### config.mk
export PLATFORM = sky130hd
export DESIGN_NAME = seq_divider
export DESIGN_NICKNAME = d
export VERILOG_FILES = /design/src/rtl/seq_divider.sv
export SDC_FILE = /design/constraint.sdc
export NUM_CORES = 1
export LEC_CHECK = 0
export CORE_MARGIN = 4
export CORE_UTILIZATION = 25
export DETAILED_ROUTE_END_ITERATION = 8
export HOLD_SLACK_MARGIN = 0.06
export PLACE_DENSITY_LB_ADDON = 0.12
export RECOVER_POWER = 100
export SLEW_MARGIN = 20
export SYNTH_ARGS = -nofsm -noshare
export SYNTH_HDL_FRONTEND = slang
export SYNTH_SLANG_ARGS = --single-unit
### constraint.sdc
create_clock -name clk -period 9.5 [get_ports clk]
set_input_delay 1.425 -clock clk [delete_from_list [all_inputs] [get_ports clk]]
set_output_delay 1.425 -clock clk [all_outputs]
set_load 0.02 [all_outputs]
### src/rtl/seq_divider.sv
// Multi-cycle restoring divider: one quotient bit per clock, N+1 cycles from accept to done.
// Optional signed mode is enabled by defining SIGNED_DIV_EN (default build is unsigned only).
`timescale 1ns/1ps
module seq_divider #(
  parameter int N = 32
) (
  input  logic         clk,
  input  logic         rst_n,
  input  logic         start,
  input  logic [N-1:0] dividend,
  input  logic [N-1:0] divisor,
  input  logic         sgn,
  output logic         busy,
  output logic         done,
  output logic [N-1:0] quotient,
  output logic [N-1:0] remainder,
  output logic         div_by_zero,
  output logic [1:0]   dbg_state
);

  localparam int CW = $clog2(N);

  typedef enum logic [1:0] {
    S_IDLE = 2'd0,
    S_RUN  = 2'd1,
    S_DONE = 2'd2
  } state_t;

  // Handshake: start is taken on any rising edge where the FSM is in IDLE or DONE;
  // done pulses for exactly one cycle and results hold until the next accepted start.

  state_t         r_state;
  logic [CW-1:0]  r_cnt;
  logic [N:0]     r_rem;
  logic [N-1:0]   r_q;
  logic [N-1:0]   r_d;
  logic           r_busy;
  logic           r_done;
  logic [N-1:0]   r_quot;
  logic [N-1:0]   r_remd;
  logic           r_dbz;

  logic           w_accept;
  logic           w_div_zero;
  logic [N:0]     w_shift;
  logic [N:0]     w_trial;
  logic [N:0]     w_rem_next;
  logic [N-1:0]   w_q_next;
  logic [N-1:0]   w_a_mag;
  logic [N-1:0]   w_b_mag;
  logic [N-1:0]   w_q_final;
  logic [N-1:0]   w_r_final;

  assign w_accept   = start && ((r_state == S_IDLE) || (r_state == S_DONE));
  assign w_div_zero = (divisor == '0);

  // {R,Q} shifted left by one, then a trial subtract of the zero-extended divisor.
  assign w_shift    = {r_rem[N-1:0], r_q[N-1]};
  assign w_trial    = w_shift - {1'b0, r_d};
  assign w_rem_next = w_trial[N] ? w_shift : w_trial;
  assign w_q_next   = {r_q[N-2:0], ~w_trial[N]};

`ifdef SIGNED_DIV_EN
  logic r_neg_q;
  logic r_neg_r;
  logic w_a_neg;
  logic w_b_neg;

  assign w_a_neg   = sgn & dividend[N-1];
  assign w_b_neg   = sgn & divisor[N-1];
  assign w_a_mag   = w_a_neg ? (~dividend + 1'b1) : dividend;
  assign w_b_mag   = w_b_neg ? (~divisor + 1'b1) : divisor;
  // Truncation toward zero: remainder follows the dividend sign.
  assign w_q_final = r_neg_q ? (~w_q_next + 1'b1) : w_q_next;
  assign w_r_final = r_neg_r ? (~w_rem_next[N-1:0] + 1'b1) : w_rem_next[N-1:0];

  always_ff @(posedge clk or negedge rst_n) begin
    if (!rst_n) begin
      r_neg_q <= 1'b0;
      r_neg_r <= 1'b0;
    end else if (w_accept) begin
      r_neg_q <= w_a_neg ^ w_b_neg;
      r_neg_r <= w_a_neg;
    end
  end
`else
  logic w_unused_sgn;

  assign w_unused_sgn = sgn;
  assign w_a_mag      = dividend;
  assign w_b_mag      = divisor;
  assign w_q_final    = w_q_next;
  assign w_r_final    = w_rem_next[N-1:0];
`endif

  always_ff @(posedge clk or negedge rst_n) begin
    if (!rst_n) begin
      r_state <= S_IDLE;
      r_cnt   <= '0;
      r_rem   <= '0;
      r_q     <= '0;
      r_d     <= '0;
      r_busy  <= 1'b0;
      r_done  <= 1'b0;
      r_quot  <= '0;
      r_remd  <= '0;
      r_dbz   <= 1'b0;
    end else begin
      r_done <= 1'b0;
      case (r_state)
        S_IDLE, S_DONE: begin
          if (w_accept) begin
            r_dbz <= w_div_zero;
            if (w_div_zero) begin
              // No iteration needed: results are fixed by definition.
              r_state <= S_DONE;
              r_done  <= 1'b1;
              r_quot  <= '1;
              r_remd  <= dividend;
            end else begin
              r_state <= S_RUN;
              r_busy  <= 1'b1;
              r_rem   <= '0;
              r_q     <= w_a_mag;
              r_d     <= w_b_mag;
              r_cnt   <= CW'(N - 1);
            end
          end else begin
            r_state <= S_IDLE;
          end
        end
        S_RUN: begin
          r_rem <= w_rem_next;
          r_q   <= w_q_next;
          if (r_cnt == '0) begin
            r_state <= S_DONE;
            r_busy  <= 1'b0;
            r_done  <= 1'b1;
            r_quot  <= w_q_final;
            r_remd  <= w_r_final;
          end else begin
            r_cnt <= r_cnt - 1'b1;
          end
        end
        default: begin
          r_state <= S_IDLE;
          r_busy  <= 1'b0;
        end
      endcase
    end
  end

  assign busy        = r_busy;
  assign done        = r_done;
  assign quotient    = r_quot;
  assign remainder   = r_remd;
  assign div_by_zero = r_dbz;
  assign dbg_state   = r_state;

endmodule

==> results.py, run 1 <==
metrics = {
    "cts": {
        "numCtsBuffers": 17,
        "holdBufCountCts": 0,
        "path_clk_slew_ns": 0.07,
        "cts_htree_levels": 4,
        "root_buffer": "clkbuf_16",
        "cts_tree": "built",
        "postCtsSetupBuffers": 0,
        "cts_repair_resize_count": 0,
        "cts_buffer_depth": 2,
        "cts.sinks": 170,
        "clk_latency_ns": 0.43,
    },
    "worst_setup_path": {
        "cp-start-kind": "input pin",
        "crit_family": "simple AND/OR/NAND/NOR gates",
        "worstRegToRegCells": 10,
        "slowest_delay_ns": 2.27,
        "cp.required_ns": 9.78,
        "crit_path_end_kind": "flop",
        "crit_arrival_ns": 6.67,
        "path_max_fanout": 61,
        "crit_cells": 8,
        "crit_type": "input pin to flop",
        "slowest_stage": "or2_0",
        "crit_chain": "dlygate4sd3_1 > nor4_1 > nand4_1 > nor2_1 > or2_0 > buf_4 > mux2i_1 > o21ai_0",
        "worst-path-buf-inv": 2,
    },
    "synthesis": {
        "syn_avg_cell_area_um2": 9.613,
        "syn-num-nets": 1052,
        "synthDistinctLibCells": 68,
        "netlist_instances": 949,
        "ys_seq_area_frac": 0.4663,
        "synth-seq-cells": 170,
        "async_flop_share": 1.000,
        "synth_top_area_share": 0.4663,
        "synth_edf_count": 0,
        "synth_area_leaders": "dfrtp_1, o21ai_0, a21oi_1, ha_1, mux2i_1",
        "synth.yosys.warnings": 0,
        "synthFlopType": "dfrtp_1",
        "syn_area_um2": 9122,
        "yosysTopAreaCell": "dfrtp_1",
    },
    "floorplanning": {
        "placementRows": 69,
        "coreArea_um2": 35740,
        "die_width_um": 199.0,
        "pin_count": 137,
        "die-area_um2": 39610,
        "die-height_um": 199.0,
        "start_util": 0.2552,
    },
    "timing": {
        "finalSetupViolCount": 0,
        "max_slew_margin": -1.081,
        "fmax_mhz": 156.4,
        "period_minus_slack_ns": 6.393,
        "worst_pin_slew_ns": 3.122,
        "tns_ns": 0,
        "rsz0062_at_grt": "false",
        "finalMaxSlewViolations": 182,
        "hold_slack_ns": 0.4764,
        "hold_viol": 0,
        "finalClockSkew_ns": 0.01345,
        "fin_crit_sh": 0.6729,
    },
    "placement": {
        "io_buffers": 135,
        "place_congestion": 0.8078,
        "dp.cells": 1494,
        "dpl.hpwl_um": 20320,
    },
    "grt": {
        "busiest_layer": "met1",
        "grt_pass1_wl_um": 44180,
        "grt_pass1_vias": 7456,
        "grt_use_total": 0.1422,
        "antenna_found_initial": 0,
        "grt_use_met3": 0.02354,
        "grt_start_max_net_pins": 94,
        "met2_usage": 0.2070,
        "overflow": 0,
        "grt_use_met1": 0.2219,
    },
    "hold_path": {
        "hold_path_class": "flop to flop",
        "hold_depth": 1,
    },
    "layout": {
        "stdcell_count": 1526,
        "drive_gt1_frac": 0.08263,
        "most-common-layout-cells": "dfrtp_1, o21ai_0, a21oi_1, nand2_1, dlygate4sd3_1",
        "layout_commonest_cell": "dfrtp_1",
        "area_growth_pct": 25.37,
        "n_antenna_cell": 0,
        "nets": 1155,
    },
    "pwr": {
        "powerDensity_nw_per_um2": 441.9,
        "peakVddDrop_mv": 0.2425,
        "leakagePower_uw": 0.005070,
    },
    "drt": {
        "drt_wl_total_um": 28130,
        "dr.pass1.iters": 4,
        "final_antenna_net_count": 0,
        "wl_per_cell_um": 18.43,
        "viasPerCell": 4.816,
        "drc_errors": 0,
        "drt_iter0_drc": 359,
        "dr_total_vias": 7349,
    },
    "status": {
        "status": "finished with violations",
        "violations": "capacitance limit, slew limit",
    },
    "run": {
        "drv_cap": 4,
    },
}
## logic make-up after synthesis
family,after synthesis,share of synthesized area
multiplexers,70,0.08175
AND/OR/NAND/NOR,258,0.1344
flip-flops,170,0.4663
adder cells (fa/ha/maj),35,0.04883
AO/OA/AOI/OAI,286,0.1950
buffers and inverters,102,0.04677
XOR/XNOR,28,0.02688
## cell usage after synthesis (3+ instances only)
master	n
a211oi_1	4
a21o_1	11
a21oi_1	88
a31oi_1	5
and3_1	24
buf_2	16
clkbuf_1	38
dfrtp_1	170
ha_1	34
inv_1	43
mux2_2	32
mux2i_1	37
nand2_1	87
nand2b_1	7
nand3_1	36
nand4_1	10
nor2_1	55
nor2b_1	3
nor3_1	8
nor4_1	10
o211ai_1	4
o21a_1	5
o21ai_0	105
o21ai_1	4
o21bai_1	3
o22a_1	30
o31ai_1	4
or3_1	4
xnor2_1	10
xor2_1	18
## where the power goes
group          total [uW]  internal [uW]  switching [uW]  leakage [uW]
sequential           1350           1100             250       0.00204
combinational        2980           1160            1820       0.00274
clock                 728            402             326      0.000287
total                5050           2650            2400       0.00507
## final timing paths
| check | startpoint | end | slack (ns) |
|---|---|---|---|
| max | divisor[5] | r_q[10]$_DFFE_PN0P_ | 3.11 |
| min | div_by_zero$_DFFE_PN0P_ | div_by_zero$_DFFE_PN0P_ | 0.48 |
| max reg2reg | r_cnt[0]$_DFFE_PN0P_ | remainder[21]$_DFFE_PN0P_ | 4.85 |
| min reg2reg | div_by_zero$_DFFE_PN0P_ | div_by_zero$_DFFE_PN0P_ | 0.48 |
| max in group asynchronous | rst_n | r_d[24]$_DFFE_PN0P_ | 4.82 |
| min in group asynchronous | rst_n | quotient[13]$_DFFE_PN0P_ | 1.84 |
## layout make-up
type,instances,area [um^2]
clock buffer,19,442.9
tap,461,576.8
multi-input combinational,677,4448
timing repair buffer,143,1398
inverter,43,161.4
sequential,170,4254
clock inverter,13,156.4
fill,3792,24300
## registers in the layout (all words and copies together) (netlist names)
signal       count
r_rem           32
remainder       32
div_by_zero      1
busy             1
r_q             32
r_d             32
quotient        32
dbg_state        2
done             1
r_cnt            5
## routing by layer
metal | wire (um) | vias to the layer above | part of all wire
met1 | 15220 | 3596 | 0.54
met2 | 11860 | 128 | 0.42
met3 | 835 | 11 | 0.030
li1 | - | 3614 | -
met5 | 0 | - | 0
met4 | 207 | 0 | 0.0074
## per-stage QoR
| stage | instance area (um^2) | util | setup WS [ns] | total power [uW] |
|---|---|---|---|---|
| floorplan | 9123 | - | 6.190 | 3424 |
| global placement | 10860 | 0.3040 | 4.463 | 4418 |
| detailed placement | 10860 | 0.3040 | 4.461 | 4442 |
| CTS | 11460 | 0.3207 | 4.950 | 5192 |
| global route | 11440 | 0.3200 | 2.428 | 5524 |
| finish | 11440 | 0.3200 | 3.107 | 5054 |
Power figures use the tool's default switching activity.
==> run 2, diff against run 1 <==
- clock period: 9.5 -> 6.7 ns (I/O delays scaled with it)
==> run 2 against run 1 <==
  * The run still ends with capacitance limit, slew limit left
  * Clock-buffer cell count is 1 higher
  * Sequential share of layout area is 0.20 points higher
  * Routed wire length is 1.1% higher
  * Final area is 0.52% lower
  * Sequential power is 42% higher
  * Setup slack worse by 1.3 ns
  * Combinational power is 42% higher
  * Clock skew is 0.0017 ns lower
  * Critical endpoint is now r_rem[12]$_DFFE_PN0P_
  * Largest power group unchanged
==> results.py, run 2 (synthesis gave the netlist of run 1 again) <==
metrics = {
    "timing": {
        "finalMaxSlewViolations": 152,
        "tns_ns": 0,
        "fmax_mhz": 203.4,
        "hold_viol": 0,
        "period_minus_slack_ns": 4.916,
        "rsz0062_at_grt": "false",
        "hold_slack_ns": 0.4810,
        "finalClockSkew_ns": 0.01172,
        "fin_crit_sh": 0.7337,
        "worst_pin_slew_ns": 3.121,
        "finalSetupViolCount": 0,
        "max_slew_margin": -1.081,
    },
    "worst_setup_path": {
        "slowest_stage": "nor2_1",
        "slowest_delay_ns": 0.99,
        "cp.required_ns": 6.98,
        "path_max_fanout": 26,
        "crit_arrival_ns": 5.19,
        "cp-start-kind": "flop",
        "crit_chain": "inv_1 > ha_1 > inv_1 > fa_1 > a211oi_1 > o211ai_2 > a32oi_1 > o21ai_0 > mux2_1 > nor2_1 > buf_4 > nor2_1 > a21oi_1 > o21ai_0",
        "crit_path_end_kind": "flop",
        "crit_type": "flop to flop",
    },
    "layout": {
        "area_growth_pct": 24.72,
        "nets": 1155,
        "most-common-layout-cells": "dfrtp_1, o21ai_0, a21oi_1, nand2_1, dlygate4sd3_1",
        "drive_gt1_frac": 0.07707,
        "fin_util": 0.3183,
        "layout_commonest_cell": "dfrtp_1",
        "n_antenna_cell": 0,
        "stdcell_count": 1525,
    },
    "pwr": {
        "leakagePower_uw": 0.005049,
        "swShare": 0.4781,
        "p_sw_uw": 3401,
        "peakVddDrop_mv": 0.2129,
        "internal_power_uw": 3713,
        "powerDensity_nw_per_um2": 625.2,
        "clockPowerShare": 0.138,
        "combPwrFrac": 0.593,
        "seq_power_share": 0.269,
    },
    "placement": {
        "place_congestion": 0.7987,
        "dp.cells": 1494,
        "io_buffers": 135,
        "dpl.hpwl_um": 20620,
    },
    "floorplanning": {
        "die-height_um": 199.0,
        "die-area_um2": 39610,
        "pin_count": 137,
        "placementRows": 69,
        "coreArea_um2": 35740,
        "die_width_um": 199.0,
        "start_util": 0.2552,
    },
    "status": {
        "status": "finished with violations",
        "violations": "capacitance limit, slew limit",
    },
    "drt": {
        "maxUsedRoutingLayer": "met4",
        "dr_wl_met2_um": 11890,
        "wl_met3_um": 1033,
        "wl_met1_um": 15260,
        "wl_per_cell_um": 18.65,
        "drt_iter0_drc": 361,
        "dr.pass1.iters": 4,
        "drc_errors": 0,
        "dr_total_vias": 7442,
        "final_antenna_net_count": 0,
        "drt_wl_total_um": 28440,
        "viasPerCell": 4.880,
    },
    "grt": {
        "grt_use_total": 0.1456,
        "grt_pass1_vias": 7519,
        "grt_start_max_net_pins": 82,
        "overflow": 0,
        "antenna_found_initial": 0,
        "grt_pass1_wl_um": 45230,
    },
    "cts": {
        "numCtsBuffers": 17,
        "postCtsSetupBuffers": 0,
        "holdBufCountCts": 0,
        "clk_latency_ns": 0.43,
        "root_buffer": "clkbuf_16",
        "cts_repair_resize_count": 0,
        "cts_buffer_depth": 2,
        "cts_tree": "built",
        "path_clk_slew_ns": 0.07,
        "cts_htree_levels": 4,
        "cts.sinks": 170,
    },
    "hold_path": {
        "hold_path_class": "flop to flop",
    },
    "run": {
        "drv_cap": 3,
    },
}
## run 2: per-layer routing
| metal | track usage | vias up |
|---|---|---|
| li1 | - | 3620 |
| met1 | 0.2276 | 3649 |
| met2 | 0.2095 | 157 |
| met5 | 0 | - |
| met3 | 0.02541 | 16 |
| met4 | 0.03014 | 0 |
## run 2: final timing paths
kind,startpoint,endpoint,slack [ns],cells past startpoint
max,r_q[31]$_DFFE_PN0P_,r_rem[12]$_DFFE_PN0P_,1.78,14
max reg2reg,r_q[31]$_DFFE_PN0P_,r_rem[12]$_DFFE_PN0P_,1.78,14
min,quotient[14]$_DFFE_PN0P_,quotient[14]$_DFFE_PN0P_,0.48,1
max in group asynchronous,rst_n,r_rem[27]$_DFFE_PN0P_,2.13,2
min in group asynchronous,rst_n,r_q[12]$_DFFE_PN0P_,1.60,1
min reg2reg,quotient[14]$_DFFE_PN0P_,quotient[14]$_DFFE_PN0P_,0.48,1
## run 2: layout make-up
cell class                      count  area, um^2
Multi-Input combinational cell    677        4417
Timing Repair Buffer              143        1405
Tap cell                          461       576.8
Fill cell                        3778       24360
Clock inverter                     11       116.4
Sequential cell                   170        4254
Clock buffer                       20       446.7
Inverter                           43       161.4
## run 2: per-stage QoR
stage	cell area [um^2]	setup WS, ns	power [uW]
2_1_floorplan	9123	3.732	4855
3_3_place_gp	10880	2.351	6264
3_5_place_dp	10880	2.324	6310
4_1_cts	11440	2.499	7321
5_1_grt	11380	1.160	7776
6_report	11380	1.784	7113
## run 2: power by group through the flow
stage               combinational (uW)  clock (uW)  sequential [uW]
finish                            4220         979             1920
CTS                               4380        1010             1930
detailed placement                4360           0             1950
global placement                  4330           0             1940
global route                      4740        1050             1990
floorplan                         2780           0             2080
## run 2: worst max-delay path: cells and delay by family, from the launching register on
kind,cells,cell delay [ns]
simple gates,2,1.07
mux,1,0.38
flops,1,0.39
compound gates,6,1.68
fa+ha+maj,2,0.61
buf+inv,3,0.61
